`src/rtl/stopwatch_pkg.sv`:
```
// Shared types and constants for the stopwatch_timer block.
package stopwatch_pkg;

    typedef enum logic [1:0] {
        ST_IDLE    = 2'b00,
        ST_RUNNING = 2'b01,
        ST_PAUSED  = 2'b10,
        ST_EXPIRED = 2'b11
    } status_t;

    localparam logic [5:0] SEC_MAX = 6'd59;

endpackage

```
`src/rtl/stopwatch_lap_fifo.sv`:
```
// First-word fall-through FIFO for lap captures; head, count and flags are registered.
module stopwatch_lap_fifo #(
    parameter int unsigned WIDTH = 14,
    parameter int unsigned DEPTH = 4
) (
    input  logic                         clk,
    input  logic                         rst,
    input  logic                         flush,
    input  logic                         push,
    input  logic [WIDTH-1:0]             din,
    input  logic                         pop,
    output logic [WIDTH-1:0]             dout,
    output logic [$clog2(DEPTH+1)-1:0]   count,
    output logic                         full,
    output logic                         empty
);

    localparam int unsigned AW = $clog2(DEPTH);
    localparam int unsigned CW = $clog2(DEPTH + 1);

    logic [WIDTH-1:0] mem [DEPTH];
    logic [AW-1:0]    wr_ptr_q, rd_ptr_q, rd_next;
    logic [CW-1:0]    count_q, count_d;
    logic [WIDTH-1:0] head_q, head_d;
    logic             full_q, empty_q;
    logic             do_push, do_pop;

    assign do_pop  = pop && !empty_q;
    assign do_push = push && (!full_q || do_pop);
    assign rd_next = rd_ptr_q + AW'(1);

    // Head is kept as its own register so the output is the next entry
    // (or the incoming word when it lands in an empty/draining FIFO).
    always_comb begin
        count_d = count_q;
        if (do_push && !do_pop)
            count_d = count_q + CW'(1);
        else if (!do_push && do_pop)
            count_d = count_q - CW'(1);

        head_d = head_q;
        if (count_d == '0)
            head_d = '0;
        else if (empty_q)
            head_d = din;
        else if (do_pop)
            head_d = (count_q == CW'(1)) ? din : mem[rd_next];
    end

    always_ff @(posedge clk) begin
        if (do_push && !flush)
            mem[wr_ptr_q] <= din;
    end

    always_ff @(posedge clk or posedge rst) begin
        if (rst) begin
            wr_ptr_q <= '0;
            rd_ptr_q <= '0;
            count_q  <= '0;
            head_q   <= '0;
            full_q   <= 1'b0;
            empty_q  <= 1'b1;
        end else if (flush) begin
            wr_ptr_q <= '0;
            rd_ptr_q <= '0;
            count_q  <= '0;
            head_q   <= '0;
            full_q   <= 1'b0;
            empty_q  <= 1'b1;
        end else begin
            if (do_push)
                wr_ptr_q <= wr_ptr_q + AW'(1);
            if (do_pop)
                rd_ptr_q <= rd_next;
            count_q <= count_d;
            head_q  <= head_d;
            full_q  <= (count_d == CW'(DEPTH));
            empty_q <= (count_d == '0);
        end
    end

    assign dout  = head_q;
    assign count = count_q;
    assign full  = full_q;
    assign empty = empty_q;

endmodule

```
`src/rtl/stopwatch_timer.sv`:
```
// Up/down minutes:seconds stopwatch-timer with prescaler, preload and expiry.
// Define STOPWATCH_LAP_EN to build the lap-capture FIFO; otherwise lap outputs are tied to 0.
module stopwatch_timer
    import stopwatch_pkg::*;
#(
    parameter int unsigned CLK_DIV   = 100_000_000,
    parameter int unsigned MIN_W     = 8,
    parameter int unsigned LAP_DEPTH = 4
) (
    input  logic                             clk,
    input  logic                             rst,
    input  logic                             start,
    input  logic                             stop,
    input  logic                             clear,
    input  logic                             mode,
    input  logic                             load,
    input  logic [MIN_W-1:0]                 load_min,
    input  logic [5:0]                       load_sec,
    input  logic                             lap,
    input  logic                             lap_rd,
    output logic [MIN_W-1:0]                 minutes,
    output logic [5:0]                       seconds,
    output logic [1:0]                       status,
    output logic                             expired,
    output logic                             lap_valid,
    output logic [MIN_W-1:0]                 lap_min,
    output logic [5:0]                       lap_sec,
    output logic [$clog2(LAP_DEPTH+1)-1:0]   lap_count,
    output logic                             lap_overflow
);

    localparam int unsigned PW = (CLK_DIV > 1) ? $clog2(CLK_DIV) : 1;
    localparam logic [PW-1:0] PRESC_LAST = PW'(CLK_DIV - 1);

    status_t          state_q, state_d;
    logic             mode_q, mode_d;
    logic [PW-1:0]    presc_q, presc_d;
    logic [MIN_W-1:0] min_q, min_d;
    logic [5:0]       sec_q, sec_d;
    logic             expired_q, expired_d;
    logic             tick, count_zero;

    assign count_zero = (min_q == '0) && (sec_q == '0);

    // The prescaler advances on every edge seen in RUNNING, including the one
    // that accepts stop, so pause/resume never shifts the tick phase.
    always_comb begin
        state_d   = state_q;
        mode_d    = mode_q;
        presc_d   = presc_q;
        min_d     = min_q;
        sec_d     = sec_q;
        expired_d = 1'b0;
        tick      = 1'b0;

        if (state_q == ST_RUNNING) begin
            if (presc_q == PRESC_LAST) begin
                presc_d = '0;
                tick    = 1'b1;
            end else begin
                presc_d = presc_q + PW'(1);
            end
        end

        if (tick) begin
            if (!mode_q) begin
                if (sec_q == SEC_MAX) begin
                    sec_d = '0;
                    min_d = min_q + MIN_W'(1);
                end else begin
                    sec_d = sec_q + 6'd1;
                end
            end else begin
                if (sec_q == '0) begin
                    sec_d = SEC_MAX;
                    min_d = min_q - MIN_W'(1);
                end else begin
                    sec_d = sec_q - 6'd1;
                end
                if (min_q == '0 && sec_q == 6'd1) begin
                    state_d   = ST_EXPIRED;
                    expired_d = 1'b1;
                end
            end
        end

        if (clear) begin
            state_d   = ST_IDLE;
            presc_d   = '0;
            min_d     = '0;
            sec_d     = '0;
            expired_d = 1'b0;
        end else if (load && state_q != ST_RUNNING) begin
            state_d   = (state_q == ST_PAUSED) ? ST_PAUSED : ST_IDLE;
            presc_d   = '0;
            min_d     = load_min;
            sec_d     = (load_sec > SEC_MAX) ? SEC_MAX : load_sec;
            expired_d = 1'b0;
        end else if (stop) begin
            if (state_q == ST_RUNNING && state_d == ST_RUNNING)
                state_d = ST_PAUSED;
        end else if (start) begin
            if (state_q == ST_IDLE) begin
                if (!(mode && count_zero)) begin
                    state_d = ST_RUNNING;
                    mode_d  = mode;
                    presc_d = '0;
                end
            end else if (state_q == ST_PAUSED) begin
                if (!(mode_q && count_zero))
                    state_d = ST_RUNNING;
            end
        end
    end

    always_ff @(posedge clk or posedge rst) begin
        if (rst) begin
            state_q   <= ST_IDLE;
            mode_q    <= 1'b0;
            presc_q   <= '0;
            min_q     <= '0;
            sec_q     <= '0;
            expired_q <= 1'b0;
        end else begin
            state_q   <= state_d;
            mode_q    <= mode_d;
            presc_q   <= presc_d;
            min_q     <= min_d;
            sec_q     <= sec_d;
            expired_q <= expired_d;
        end
    end

    assign minutes = min_q;
    assign seconds = sec_q;
    assign status  = state_q;
    assign expired = expired_q;

`ifdef STOPWATCH_LAP_EN
    logic               lap_push, lap_pop, fifo_full, fifo_empty;
    logic [MIN_W+5:0]   fifo_dout;
    logic               overflow_q;

    assign lap_push = lap && !clear && (state_q == ST_RUNNING);
    assign lap_pop  = lap_rd && !clear && !fifo_empty;

    stopwatch_lap_fifo #(
        .WIDTH (MIN_W + 6),
        .DEPTH (LAP_DEPTH)
    ) u_lap_fifo (
        .clk   (clk),
        .rst   (rst),
        .flush (clear),
        .push  (lap_push),
        .din   ({min_q, sec_q}),
        .pop   (lap_pop),
        .dout  (fifo_dout),
        .count (lap_count),
        .full  (fifo_full),
        .empty (fifo_empty)
    );

    always_ff @(posedge clk or posedge rst) begin
        if (rst)
            overflow_q <= 1'b0;
        else if (clear)
            overflow_q <= 1'b0;
        else if (lap_push && fifo_full && !lap_pop)
            overflow_q <= 1'b1;
    end

    assign lap_valid    = !fifo_empty;
    assign lap_min      = fifo_dout[MIN_W+5:6];
    assign lap_sec      = fifo_dout[5:0];
    assign lap_overflow = overflow_q;
`else
    logic unused_lap_inputs;
    assign unused_lap_inputs = lap ^ lap_rd;

    assign lap_valid    = 1'b0;
    assign lap_min      = '0;
    assign lap_sec      = '0;
    assign lap_count    = '0;
    assign lap_overflow = 1'b0;
`endif

endmodule

```
`config.mk`:
```
export PLATFORM = sky130hd
export DESIGN_NAME = stopwatch_timer
export DESIGN_NICKNAME = d
export VERILOG_FILES = /design/src/rtl/stopwatch_pkg.sv /design/src/rtl/stopwatch_lap_fifo.sv /design/src/rtl/stopwatch_timer.sv
export SDC_FILE = /design/constraint.sdc
export NUM_CORES = 1
export LEC_CHECK = 0
export ABC_AREA = 1
export CORE_MARGIN = 2
export CORE_UTILIZATION = 54
export CTS_CLUSTER_DIAMETER = 100
export CTS_CLUSTER_SIZE = 25
export DETAILED_ROUTE_END_ITERATION = 8
export GPL_ROUTABILITY_DRIVEN = 0
export PLACE_DENSITY = 0.86
export SYNTH_ARGS = -nofsm -noshare
export SYNTH_HDL_FRONTEND = slang
export SYNTH_SLANG_ARGS = --single-unit
```
`constraint.sdc`:
```
create_clock -name clk -period 2.15 [get_ports clk]
set_input_delay 0.43 -clock clk [delete_from_list [all_inputs] [get_ports clk]]
set_output_delay 0.43 -clock clk [all_outputs]
set_load 0.01 [all_outputs]
```
==> flow_summary.json, run 1 <==
{
  "yosys_warnings": 0,
  "cts_root_buf": "clkbuf_8",
  "layout_setup_ws_ns": 0.182,
  "cts_tree": "built",
  "synth_compound_area_share_pct": 12.7,
  "synthesis.area_sq_mm": 0.00336,
  "setup_violations": 0,
  "avgSynthCellArea_sq_um": 7.35,
  "cp-startpoint": "mode_q",
  "min_period_ns": 1.97,
  "busiest_layer": "met2",
  "fin_worst_skew_ns": 0.00535,
  "crit_cells": 8,
  "r2r-start": "mode_q",
  "status": "completed",
  "antenna_found_initial": 0,
  "synthAdderAreaFrac_pct": 4.69,
  "ant_nets": 0,
  "yosysMostFrequentCell": "nand2_1",
  "ys_types": 43,
  "timing.setup.tns_ns": 0,
  "cpPeakStageDelay_ns": 0.65,
  "grt_use_met2_pct": 42.1,
  "cp_max_fo": 11,
  "synth_common_cells": "nand2_1, inv_1, nor2_1",
  "track_usage_pct": 22.7,
  "post-synth-top-area-fraction_pct": 33.5,
  "maxCapViolCount": 0,
  "synth_top_family_by_area": "simple AND/OR/NAND/NOR gates",
  "drtIter0Drc": 238,
  "relSlewSlack_pct": 66.4,
  "fin_nets": 538,
  "async_flop_share_pct": 100,
  "rsz0062_at_grt": "no",
  "worst-path-buf-inv": 3,
  "drt_wl_total_um": 7600,
  "synthTopCellsByArea": "dfrtp_1, nand2_1, inv_1, nor2_1, buf_4",
  "post-route-period-util_pct": 91.6,
  "use_met1_pct": 26.4,
  "yosysSeqAreaShare_pct": 33.5,
  "final_util_pct": 65.3,
  "netlist.top_cell.by_area": "dfrtp_1",
  "die-area_sq_mm": 0.00687,
  "port_buffers": 37,
  "ir_drop_v": 0.000500,
  "vias_per_cell": 5.51,
  "area_growth_pct": 15.8,
  "synthMuxAreaShare_pct": 0,
  "hpwl_um": 5890,
  "grt_pass1_wl_um": 13300,
  "grt_remaining_overflow": 0,
  "worstMarginPinSlew_ns": 0.502,
  "core.rowCount": 28,
  "drc": 0,
  "dp_slack_ns": 0.119,
  "startpoint_type": "flop",
  "synth-simple-area-share_pct": 31.5,
  "core_sq_mm": 0.00596,
  "hold_class": "in -> async",
  "synth_xor_area_share_pct": 5.21,
  "dieHeight_um": 82.9,
  "hold_buffers": 0,
  "critPathKind": "reg -> reg",
  "p_leak_nw": 1.80,
  "clock_sinks": 45,
  "dr.pass1.iters": 5,
  "drv_slew": 0,
  "die_w_um": 82.9,
  "synthFlopType": "dfrtp_1",
  "crit_chain": "inv_1 > buf_4 > nor2_1 > a211oi_4 > a21oi_2 > inv_2 > nand2_1 > o21ai_2",
  "num_vias": 3187,
  "initial_utilization_pct": 56.4,
  "reg2reg_depth": 8,
  "cts_buffers": 5,
  "regToRegEndpoint": "minutes[2]",
  "netlist_instances": 457,
  "cp-end-kind": "flop",
  "antenna_cells": 0,
  "fmax_mhz": 508,
  "powerDensity_mw_per_mm2": 640,
  "clk_latency_ns": 0.29,
  "h-tree-depth": 2,
  "crit_required_ns": 2.33,
  "io_pins": 59,
  "grt_max_degree": 46,
  "endpoint": "minutes[2]",
  "synth-seq-cells": 45,
  "layout-drive-gt1-share_pct": 10.5,
  "use_met3_pct": 3.28,
  "grt_pass1_vias": 3213,
  "rrSetupSlack_ns": 0.18,
  "hold_viol_final": 0,
  "n_fill_cell": 524,
  "cts_buffer_depth": 2,
  "worst_path_max_delay_cell": "dfrtp_1",
  "cts.clk_slew.worst_paths_ns": 0.08,
  "synth-edff-count": 0,
  "path_delay_family": "flip-flops",
  "cp.arrival_ns": 2.15,
  "routedWlPerCell_um": 13.1
}
## worst min path at each step
stage	start	end	cells past startpoint
after floorplan	clear	expired	1
after global placement	minutes[6]	minutes[6]	2
after detailed placement	minutes[6]	minutes[6]	2
after CTS	rst	presc_q[0]	3
after global routing	rst	presc_q[0]	3
final	rst	presc_q[0]	3
## registers in the layout, summed over array words and instances (netlist names)
name     cells
minutes      8
presc_q     27
mode_q       1
expired      1
seconds      6
status       2
## where the power goes
group	leakage [nW]	switching, W	total (W)	internal (W)
logic	1.14	0.000539	0.000954	0.000415
clock network	0.0443	0.000267	0.000523	0.000255
registers	0.611	0.000106	0.00101	0.000906
total	1.80	0.000913	0.00249	0.00158
## worst register-to-register path, cell delays in order (launching register included)
cell and delay, ns:
dfrtp_1 0.65, inv_1 0.14, buf_4 0.20, nor2_1 0.28
a211oi_4 0.10, a21oi_2 0.24, inv_2 0.11, nand2_1 0.09
o21ai_2 0.05
## metal layers
| metal | wire length [um] | vias up | share of wire (%) |
|---|---|---|---|
| met1 | 3090 | 1498 | 41 |
| met2 | 3960 | 122 | 52 |
| met3 | 396 | 16 | 5.2 |
| met4 | 146 | 0 | 1.9 |
| met5 | 0 | - | 0 |
| li1 | - | 1551 | - |
## stage by stage
stage                     std cells  area (sq um)  hold WS [ns]  power [W]
after global placement          568          3770         0.526    0.00193
after global routing            578          3890         0.508    0.00267
final                           578          3890         0.471    0.00249
after detailed placement        568          3770         0.534    0.00197
after floorplan                 475          3430         0.500    0.00166
after CTS                       575          3860         0.476    0.00249
## cell usage in the layout (no fill, tap or decap), types with 4 or more instances in the layout
cell             Yosys  routed
nand2_1             88      88
nor2_1              54      54
inv_1               56      52
dfrtp_1             45      45
clkdlybuf4s50_1      0      37
nand3_1             29      29
o21ai_0             24      24
conb_1               1      19
xor2_1              18      18
nor3_1              13      13
a21oi_1             11      11
nand4_1             11      11
ha_1                11      11
buf_4               21       9
inv_2                5       8
o211ai_1             7       7
nor2_2               6       6
o22ai_1              6       6
clkbuf_8             0       6
nand2_2              5       5
nand2_4              4       4
nor4_1               4       4
a31oi_1              4       4
## logic make-up (layout without fill, tap and decap cells)
group,Yosys count,after routing
AO/OA/AOI/OAI,67,67
XOR/XNOR,20,20
adder cells (fa/ha/maj),12,12
buffers and inverters,87,115
flip-flops,45,45
other,1,19
AND/OR/NAND/NOR,225,225
## cell type report
cell class | count | area (sq um) | share of cell area [%]
inverters | 61 | 229 | 5.88
multi-input cells | 343 | 1900 | 48.8
flip-flops and latches | 45 | 1130 | 28.9
clock buffers | 7 | 86.3 | 2.22
repair buffers | 47 | 458 | 11.8
well taps | 75 | 93.8 | 2.41
## timing repair
action	4_1_cts	5_1_grt
setup endpoints to repair	0	10
setup buffers	0	3
gates resized for setup	0	4
Power figures use the tool's default switching activity.
==> run 2: changes to the inputs <==
--- a/config.mk
+++ b/config.mk
@@ -12,6 +12,7 @@
 export CTS_CLUSTER_SIZE = 25
 export DETAILED_ROUTE_END_ITERATION = 8
 export GPL_ROUTABILITY_DRIVEN = 0
+export MAX_ROUTING_LAYER = met4
 export PLACE_DENSITY = 0.86
 export SYNTH_ARGS = -nofsm -noshare
 export SYNTH_HDL_FRONTEND = slang
==> flow_summary.json, run 2 (same netlist as run 1, synthesis figures left out) <==
{
  "wl_met3_um": 359,
  "status": "completed",
  "crit_required_ns": 2.33,
  "antenna_cells": 0,
  "finalInstanceArea_sq_mm": 0.00389,
  "port_buffers": 37,
  "rrSetupSlack_ns": 0.18,
  "final_util_pct": 65.3,
  "place_area_sq_mm": 0.00377,
  "initial_utilization_pct": 56.4,
  "final_cell_mix": "nand2_1, nor2_1, inv_1",
  "die_w_um": 82.9,
  "hpwl_um": 5890,
  "regToRegEndpoint": "minutes[2]",
  "num_vias": 3150,
  "die-area_sq_mm": 0.00687,
  "io_pins": 59,
  "ir_drop_v": 0.000499,
  "setup_violations": 0,
  "clk_latency_ns": 0.29,
  "area_growth_pct": 15.8,
  "wl_met1_um": 3120,
  "seqCellArea_sq_mm": 0.00113,
  "cts_buffers": 5,
  "rsz0062_at_grt": "no",
  "drt_wl_total_um": 7570,
  "hold_viol_final": 0,
  "ant_nets": 0,
  "critPathKind": "reg -> reg",
  "startpoint_type": "flop",
  "cp_max_fo": 11,
  "dr_wl_met2_um": 3940,
  "grt_pass1_wl_um": 13300,
  "reg2reg_depth": 8,
  "routedWlPerCell_um": 13.1,
  "largest_register_ffs": 27,
  "cts_root_buf": "clkbuf_8",
  "relSlewSlack_pct": 66.5,
  "antenna_found_initial": 0,
  "hold_buffers": 0,
  "vias_per_cell": 5.45,
  "cts_buffer_depth": 2,
  "fin_nets": 538,
  "grt_pass1_vias": 3213,
  "min_period_ns": 1.97,
  "highest_layer": "met4",
  "p_leak_nw": 1.80,
  "fin_worst_skew_ns": 0.00458,
  "powerDensity_mw_per_mm2": 639,
  "fmax_mhz": 508,
  "maxCapViolCount": 0,
  "post-route-period-util_pct": 91.5,
  "p_total_w": 0.00249,
  "grt_max_degree": 46,
  "worstMarginPinSlew_ns": 0.501,
  "dieHeight_um": 82.9,
  "grt_remaining_overflow": 0,
  "multi_input_area_sq_mm": 0.00190,
  "hold_class": "in -> async",
  "drc": 0,
  "dr.pass1.iters": 5,
  "drtIter0Drc": 235,
  "r2r-start": "mode_q",
  "h-tree-depth": 2,
  "core.rowCount": 28,
  "track_usage_pct": 23.4,
  "timing.setup.tns_ns": 0,
  "drv_slew": 0,
  "max_flop_register": "presc_q",
  "core_sq_mm": 0.00596,
  "cp-end-kind": "flop",
  "cp.arrival_ns": 2.15,
  "cts.clk_slew.worst_paths_ns": 0.08,
  "clock_sinks": 45,
  "layout-drive-gt1-share_pct": 10.5,
  "cts_tree": "built",
  "layout_commonest_cell": "nand2_1",
  "n_fill_cell": 524
}
==> run 2: cell counts in the layout (fill, tap and decap cells not counted) <==
No cell type changed its count.
==> run 2: worst max-delay path: stages (launching register included) <==
cell and delay, ns:
dfrtp_1 0.65, inv_1 0.14, buf_4 0.20, nor2_1 0.27, a211oi_4 0.10, a21oi_2 0.24
inv_2 0.11, nand2_1 0.09, o21ai_2 0.05
==> run 2: repair_timing <==
item | in CTS | in global routing
resized for setup | 0 | 4
endpoints found under the setup margin | 0 | 10
setup buffers | 0 | 3
endpoints found under the hold margin | 0 | 0
==> run 2: through the flow <==
step | cells | setup slack, ns | hold slack, ns
after floorplan | 475 | 0.412 | 0.500
after global placement | 568 | 0.170 | 0.526
after detailed placement | 568 | 0.119 | 0.534
after CTS | 575 | 0.122 | 0.476
after global routing | 578 | 0.0113 | 0.508
final | 578 | 0.183 | 0.471
==> run 2: worst max-delay path by stage <==
stage / from / depth (start not counted) / slack [ns] / to
floorplan: mode_q / 6 / 0.41 / minutes[2]
global placement: mode / 8 / 0.17 / presc_q[2]
detailed placement: mode / 8 / 0.12 / presc_q[2]
CTS: seconds[0] / 9 / 0.12 / presc_q[2]
global route: mode_q / 9 / 0.01 / minutes[5]
finish: mode_q / 8 / 0.18 / minutes[2]
==> run 2: per-layer routing <==
metal / global-route usage, % / vias to the layer above
li1: - / 1551
met1: 26.6 / 1476
met2: 42.1 / 104
met3: 3.08 / 19
met4: 8.49 / 0
met5: - / -
==> run 2: area by class of cell <==
cell class                      count  share of cell area (%)
Clock buffer                        7                    2.22
Sequential cell                    45                    28.9
Inverter                           61                    5.88
Timing Repair Buffer               47                    11.8
Tap cell                           75                    2.41
Multi-Input combinational cell    343                    48.8
==> run 2: where the power goes <==
group	total [W]	switching (W)	leakage, nW	internal, W
Clock	0.000521	0.000266	0.0443	0.000255
Sequential	0.00101	0.000107	0.611	0.000906
Combinational	0.000953	0.000539	1.14	0.000415
Total	0.00249	0.000912	1.80	0.00158
